===== config.mk =====
export PLATFORM = sky130hd
export DESIGN_NAME = switch_pio_rx
export DESIGN_NICKNAME = d
export VERILOG_FILES = /design/src/rtl/switch_pio_rx.sv
export SDC_FILE = /design/constraint.sdc
export NUM_CORES = 1
export LEC_CHECK = 0
export CORE_MARGIN = 5
export CORE_UTILIZATION = 58
export DETAILED_ROUTE_END_ITERATION = 8
export PLACE_DENSITY = 0.78
export SLEW_MARGIN = 10
export SYNTH_ARGS = -nofsm -noshare
export SYNTH_HDL_FRONTEND = slang
export SYNTH_SLANG_ARGS = --single-unit

===== constraint.sdc =====
create_clock -name clk_clk -period 2.1 [get_ports clk_clk]
set_input_delay 0.21 -clock clk_clk [delete_from_list [all_inputs] [get_ports clk_clk]]
set_output_delay 0.21 -clock clk_clk [all_outputs]
set_load 0.05 [all_outputs]

===== src/rtl/switch_pio_rx.sv =====
// Debounced slide-switch input port with a 4-register read/write slave (DATA, SYNC, IRQMASK, EDGE).
// Latency: switch to DATA is 2 sync cycles + DEBOUNCE_CYCLES; read data follows avs_read by exactly 1 cycle.
// Backpressure: none; every read and write is accepted on the cycle it is strobed. Optional irq via SWITCH_PIO_IRQ_EN.
module switch_pio_rx #(
   parameter int WIDTH           = 10,
   parameter int DEBOUNCE_CYCLES = 50000
) (
   input  logic             clk_clk,
   input  logic             reset_reset_n,
   input  logic [WIDTH-1:0] slide_pio_external_export,
   input  logic [1:0]       avs_address,
   input  logic             avs_read,
   input  logic             avs_write,
   input  logic [31:0]      avs_writedata,
   output logic [31:0]      avs_readdata,
   output logic             avs_readdatavalid,
   output logic             irq
);

   localparam int            CW       = $clog2(DEBOUNCE_CYCLES);
   localparam logic [CW-1:0] CNT_TERM = CW'(DEBOUNCE_CYCLES - 1);

   logic [WIDTH-1:0] sync1_q, sync2_q;
   logic [WIDTH-1:0] deb_q, deb_d;
   logic [CW-1:0]    cnt_q [WIDTH];
   logic [CW-1:0]    cnt_d [WIDTH];
   logic [WIDTH-1:0] edge_q, edge_d;
   logic [WIDTH-1:0] edge_clr;
   logic [WIDTH-1:0] rd_mux;
   logic [31:0]      rd_dat_q;
   logic             rd_vld_q;

   // Two-flop synchronizer on the raw switch levels
   always_ff @(posedge clk_clk or negedge reset_reset_n) begin
      if (!reset_reset_n) begin
         sync1_q <= '0;
         sync2_q <= '0;
      end else begin
         sync1_q <= slide_pio_external_export;
         sync2_q <= sync1_q;
      end
   end

   // Per-bit debounce: count consecutive mismatch cycles, any agreement restarts from zero
   always_comb begin
      deb_d = deb_q;
      for (int i = 0; i < WIDTH; i++) begin
         cnt_d[i] = '0;
         if (sync2_q[i] != deb_q[i]) begin
            if (cnt_q[i] == CNT_TERM) begin
               deb_d[i] = sync2_q[i];
            end else begin
               cnt_d[i] = cnt_q[i] + CW'(1);
            end
         end
      end
   end

   // Debounced bits and their counters
   always_ff @(posedge clk_clk or negedge reset_reset_n) begin
      if (!reset_reset_n) begin
         deb_q <= '0;
         for (int i = 0; i < WIDTH; i++) begin
            cnt_q[i] <= '0;
         end
      end else begin
         deb_q <= deb_d;
         for (int i = 0; i < WIDTH; i++) begin
            cnt_q[i] <= cnt_d[i];
         end
      end
   end

   // EDGE: write-1-to-clear, but a fresh edge in the same cycle wins over the clear
   always_comb begin
      edge_clr = '0;
      if (avs_write && (avs_address == 2'd3)) begin
         edge_clr = avs_writedata[WIDTH-1:0];
      end
      edge_d = (edge_q & ~edge_clr) | (deb_d ^ deb_q);
   end

   // EDGE register
   always_ff @(posedge clk_clk or negedge reset_reset_n) begin
      if (!reset_reset_n) begin
         edge_q <= '0;
      end else begin
         edge_q <= edge_d;
      end
   end

`ifdef SWITCH_PIO_IRQ_EN
   logic [WIDTH-1:0] mask_q;
   logic             irq_q;

   // Interrupt mask, writable at address 2
   always_ff @(posedge clk_clk or negedge reset_reset_n) begin
      if (!reset_reset_n) begin
         mask_q <= '0;
      end else if (avs_write && (avs_address == 2'd2)) begin
         mask_q <= avs_writedata[WIDTH-1:0];
      end
   end

   // Registered level interrupt from the current EDGE and mask contents
   always_ff @(posedge clk_clk or negedge reset_reset_n) begin
      if (!reset_reset_n) begin
         irq_q <= 1'b0;
      end else begin
         irq_q <= |(edge_q & mask_q);
      end
   end

   assign irq = irq_q;
`else
   assign irq = 1'b0;
`endif

   // Register read select; reads see the pre-write value when read and write coincide
   always_comb begin
      rd_mux = '0;
      case (avs_address)
         2'd0: rd_mux = deb_q;
         2'd1: rd_mux = sync2_q;
`ifdef SWITCH_PIO_IRQ_EN
         2'd2: rd_mux = mask_q;
`else
         2'd2: rd_mux = '0;
`endif
         default: rd_mux = edge_q;
      endcase
   end

   // One-cycle read response; data bus held at zero when not valid
   always_ff @(posedge clk_clk or negedge reset_reset_n) begin
      if (!reset_reset_n) begin
         rd_vld_q <= 1'b0;
         rd_dat_q <= '0;
      end else begin
         rd_vld_q <= avs_read;
         rd_dat_q <= avs_read ? 32'(rd_mux) : 32'd0;
      end
   end

   assign avs_readdata      = rd_dat_q;
   assign avs_readdatavalid = rd_vld_q;

   // Write data above WIDTH carries no register bits
   if (WIDTH < 32) begin : g_unused_wd
      logic unused_wd;
      assign unused_wd = ^avs_writedata[31:WIDTH];
   end

endmodule


==> results.json, run 1 <==
{
  "status": "completed",
  "finalHoldViolations": 0,
  "mappedNetlistArea_um2": 10020,
  "synth_area_leaders": "dfrtp_1 (53%), xnor2_1 (11%), nor2_1 (7.5%), nor4_1 (3.1%), nand3_1 (2.7%)",
  "start_util_pct": 58.52,
  "hpwl_um": 12590,
  "cap_viol_max_count": 0,
  "slew_viol_final": 0,
  "clkSinkCount": 211,
  "finalCriticalPeriod_ps": 1882,
  "drtAntennaViolNets": 0,
  "critPathTopFamily": "simple AND/OR/NAND/NOR gates",
  "path_common_cell": "nor4_1",
  "p_int_mw": 6.962,
  "critPathArrivalTime_ps": 2260,
  "fin_setup_tns_ps": 0,
  "clk-insertion-delay-late_ps": 500,
  "synth-edff-count": 0,
  "fmax_mhz": 531.4,
  "cts_root_buf": "clkbuf_16",
  "drtPass1Iterations": 5,
  "holdCritPathClass": "in2reg",
  "num_vias": 6900,
  "cts.path.max_buffers": 3,
  "worst-setup-path-type": "reg2reg",
  "clk_pin_slew_worst_paths_ps": 60,
  "n_fill_cell": 1301,
  "fin_area_um2": 11530,
  "syn_inst": 960,
  "critPathBufInv": 0,
  "wl_per_cell_um": 14.80,
  "synth_ff_type": "dfrtp_1",
  "dp_slack_ps": 224.2,
  "power.density_nw_per_um2": 774.9,
  "startpoint_type": "flop",
  "fin_skew_ps": 14.88,
  "rows": 48,
  "drc": 0,
  "synth_cell_types": 29,
  "setup_viol": 0,
  "io_buffers": 36,
  "floorplan.die.width_um": 141.4,
  "htree_levels": 1,
  "vias_per_cell": 5.403,
  "holdWs_ps": 147.9,
  "gr-total-overflow": 0,
  "postCtsSetupRepairBufs": 0,
  "ir_drop_uv": 657.0,
  "numCtsBuffers": 22,
  "grt_max_degree": 54,
  "track_usage_pct": 19.55,
  "clkPwrFrac_pct": 47.4,
  "mostFrequentLayoutCell": "dfrtp_1",
  "die_area_um2": 20000,
  "avgSynthCellArea_um2": 10.43,
  "p_leak_nw": 4.810,
  "drt_iter0_markers": 350,
  "synth_area_leader_cell": "dfrtp_1",
  "setup_slack_ps": 218.0,
  "tightest_slew_ps": 589.3,
  "cts_tree": "built",
  "n_antenna_cell": 0,
  "finish.utilization_pct": 67.35,
  "io_pins": 82,
  "synth_warnings": 0,
  "async_flop_share_pct": 100.0,
  "power_switching_mw": 1.972,
  "worstHoldStart": "slide_pio_external_export[5]",
  "setup.worst_path.end_class": "flop",
  "cp_max_fo": 4,
  "yosysTopAreaCellShare_pct": 52.72,
  "dp_cells": 1237,
  "post-route-period-util_pct": 89.62,
  "max_stage_delay_ps": 500,
  "stdcell_count": 1277,
  "combPwrFrac_pct": 5.6,
  "ys_ff_latch": 211,
  "grt_pass1_wl_um": 32960,
  "antenna_found_initial": 0,
  "post_cts_resize_count": 0,
  "ys_seq_area_share_pct": 52.72,
  "wl_um": 18900,
  "cp-startpoint": "cnt_q[108]$_DFF_PN0_",
  "rsz0062_at_grt": "no",
  "coreArea_um2": 17120,
  "hold_buffers": 1,
  "cp.required_ps": 2480,
  "mostFrequentLayoutCells": "dfrtp_1 (211), nor2_1 (200), xnor2_1 (128)",
  "dpl_cell_area_um2": 10720,
  "crit_chain": "nor4_1, nand3b_1, nor4_1, mux2_2",
  "syn_to_final_growth_pct": 15.10,
  "place.gp.congestion": 0.8180,
  "power_mw": 8.934,
  "fp.dieH_um": 141.4,
  "grt_pass1_vias": 6928,
  "p_seq_share_pct": 47.1,
  "drive_gt1_share_pct": 9.411,
  "slowest_stage": "nor4_1",
  "relSlewSlack_pct": 60.71,
  "switching_share_pct": 22.07,
  "final_nets": 1095,
  "r2r-start": "cnt_q[108]$_DFF_PN0_"
}
[cells by family after synthesis]
kind of cell               after synthesis  synth area share (%)
muxes                                   20                 2.124
adders and majority gates               10                 1.249
DFF                                    211                 52.72
AOI/OAI and AO/OA                       29                 3.810
xor gates and xnor gates               151                 13.20
and+or+nand+nor                        465                 22.56
other                                    1               0.03744
buffers and inverters                   73                 4.297
[cell usage after synthesis (8+ instances only)]
| cell type | number |
|---|---|
| dfrtp_1 | 211 |
| xnor2_1 | 128 |
| nand3_1 | 54 |
| buf_4 | 23 |
| nand3b_1 | 8 |
| buf_6 | 9 |
| mux2_2 | 10 |
| nand2_1 | 56 |
| nor3_1 | 33 |
| inv_1 | 36 |
| a22o_1 | 9 |
| and2_1 | 11 |
| nor4_1 | 50 |
| nor2_1 | 200 |
| xor2_1 | 23 |
| mux2i_1 | 10 |
| nand4_1 | 33 |
| o21ai_0 | 11 |
| ha_1 | 10 |
| o41ai_4 | 9 |
[flip-flops by register name (all words and copies together) (netlist names)]
register and count:
sync2_q 10, sync1_q 10, deb_q 10, cnt_q 160, avs_readdata 10, edge_q 10
avs_readdatavalid 1
[path summary, 6_finish.rpt]
check | end | slack, ps | cells past startpoint
max in group asynchronous | deb_q[4]$_DFF_PN0_ | 1200 | 3
setup / recovery | deb_q[3]$_DFF_PN0_ | 220 | 4
hold / removal | sync1_q[5]$_DFF_PN0_ | 150 | 1
setup reg to reg | deb_q[3]$_DFF_PN0_ | 220 | 4
hold reg to reg | sync2_q[0]$_DFF_PN0_ | 350 | 0
min in group asynchronous | cnt_q[42]$_DFF_PN0_ | 190 | 2
[area by class of cell]
cell class	instances	area, um2	area share, %
Timing Repair Buffer	68	644.4	5.589
Multi-Input combinational cell	698	4388	38.06
Sequential cell	211	5280	45.80
Tap cell	225	281.5	2.442
Clock inverter	9	147.6	1.281
Inverter	36	135.1	1.172
Clock buffer	30	651.9	5.654
[power groups by stage]
stage	Sequential, mW	Clock, mW	Combinational [mW]
final	4.20	4.23	0.497
after global routing	4.21	4.51	0.550
after CTS	4.20	4.33	0.506
after detailed placement	4.28	0	0.500
after global placement	4.27	0	0.494
after floorplan	4.28	0	0.302
[per-layer routing]
layer  global-route usage (%)  vias to the layer above  wire length [um]
met5                        0                        -                 0
met4                    5.000                        0               464
met3                    3.033                       40               790
met2                    32.13                      127              8998
met1                    27.55                     3363              8642
li1                         -                     3370                 -
Power figures use the tool's default switching activity.
==> run 2, diff against run 1 <==
SKIP_CTS_REPAIR_TIMING = 1   (was default)
==> results.json, run 2 (synthesized netlist as in run 1, its figures left out) <==
{
  "drc": 0,
  "drtPass1Iterations": 5,
  "drtAntennaViolNets": 0,
  "path_common_cell": "nor4_1",
  "start_util_pct": 58.52,
  "cts.path.max_buffers": 3,
  "tightest_slew_ps": 598.0,
  "cts_root_buf": "clkbuf_16",
  "numCtsBuffers": 22,
  "p_leak_nw": 4.810,
  "regMostFlops": "cnt_q",
  "n_antenna_cell": 0,
  "status": "completed",
  "rrSetupSlack_ps": 220,
  "power.density_nw_per_um2": 774.9,
  "rows": 48,
  "cts_tree": "built",
  "reg2reg_to": "deb_q[3]$_DFF_PN0_",
  "grt_pass1_vias": 6920,
  "critPathArrivalTime_ps": 2260,
  "setup.worst_path.end_class": "flop",
  "crit_chain": "nor4_1, nand3b_1, nor4_1, mux2_2",
  "num_vias": 6899,
  "largest_register_ffs": 160,
  "cp_max_fo": 4,
  "io_buffers": 36,
  "grt_max_degree": 54,
  "mostFrequentLayoutCell": "dfrtp_1",
  "clk_pin_slew_worst_paths_ps": 60,
  "holdPathStages": 1,
  "gr-total-overflow": 0,
  "r2r-start": "cnt_q[108]$_DFF_PN0_",
  "htree_levels": 1,
  "max_stage_delay_ps": 500,
  "vias_per_cell": 5.403,
  "hpwl_um": 12590,
  "finalHoldViolations": 0,
  "floorplan.die.width_um": 141.4,
  "cap_viol_max_count": 0,
  "clkSinkCount": 211,
  "grt_pass1_wl_um": 32930,
  "ir_drop_uv": 657.0,
  "fin_setup_tns_ps": 0,
  "clk-insertion-delay-late_ps": 500,
  "rsz0062_at_grt": "no",
  "wl_per_cell_um": 14.80,
  "n_fill_cell": 1301,
  "startpoint_type": "flop",
  "power_mw": 8.934,
  "syn_to_final_growth_pct": 15.10,
  "mostFrequentLayoutCells": "dfrtp_1 (211), nor2_1 (200), xnor2_1 (128)",
  "final_nets": 1095,
  "holdWs_ps": 147.7,
  "fp.dieH_um": 141.4,
  "place.gp.congestion": 0.8180,
  "post-route-period-util_pct": 89.62,
  "die_area_um2": 20000,
  "reg2regPathDepth": 4,
  "io_pins": 82,
  "drive_gt1_share_pct": 9.411,
  "setup_viol": 0,
  "drt_iter0_markers": 350,
  "holdCritPathClass": "in2reg",
  "finalCriticalPeriod_ps": 1882,
  "worst-setup-path-type": "reg2reg",
  "fmax_mhz": 531.4,
  "slew_viol_final": 0,
  "relSlewSlack_pct": 60.13,
  "coreArea_um2": 17120,
  "antenna_found_initial": 0,
  "track_usage_pct": 19.54,
  "slowest_stage": "nor4_1",
  "endpoint": "deb_q[3]$_DFF_PN0_",
  "fin_skew_ps": 15.10,
  "cp.required_ps": 2480,
  "wl_um": 18900,
  "cp-startpoint": "cnt_q[108]$_DFF_PN0_"
}
[run 2: cell counts in the layout (fill, tap and decap cells not counted)]
No cell type changed its count.
[run 2: per-stage QoR]
stage	area, um2	std cells	util (%)	setup WS, ps
after floorplan	10100	982	-	441.8
after global placement	10720	1237	62.62	292.7
after detailed placement	10720	1237	62.62	224.2
after CTS	11520	1276	67.30	202.3
after global routing	11530	1277	67.35	17.05
final	11530	1277	67.35	218.0
[run 2: final cells by class]
class / count / area (um2) / area share, %
Tap cell: 225 / 281.5 / 2.442
Clock buffer: 30 / 651.9 / 5.654
Sequential cell: 211 / 5280 / 45.80
Inverter: 36 / 135.1 / 1.172
Clock inverter: 9 / 147.6 / 1.281
Multi-Input combinational cell: 698 / 4388 / 38.06
Timing Repair Buffer: 68 / 644.4 / 5.589
[run 2: power breakdown]
group          internal (mW)  total, mW  switching [mW]
registers               4.14       4.20          0.0647
logic                  0.164      0.497           0.332
clock network           2.66       4.23            1.58
[run 2: metal layers]
layer	part of all wire, %	vias to the layer above	track usage [%]	routed length [um]
li1	-	3370	-	-
met1	46	3365	27.52	8662
met2	48	124	32.08	9007
met3	4.0	40	3.067	762
met4	2.5	0	5.000	464
met5	0	-	0	0
[run 2: worst min path at each step]
stage	startpoint	endpoint	slack [ps]
floorplan	reset_reset_n	avs_readdata[0]$_DFF_PN0_	-90
global placement	reset_reset_n	cnt_q[43]$_DFF_PN0_	150
detailed placement	reset_reset_n	cnt_q[43]$_DFF_PN0_	140
CTS	reset_reset_n	cnt_q[42]$_DFF_PN0_	-380
global route	slide_pio_external_export[9]	sync1_q[9]$_DFF_PN0_	130
finish	slide_pio_external_export[5]	sync1_q[5]$_DFF_PN0_	150
[run 2: critical path, delay by kind of cell, from the launching register on]
family           cells  cell delay [ps]
DFF                  1              420
muxes                1              390
and+or+nand+nor      3              960
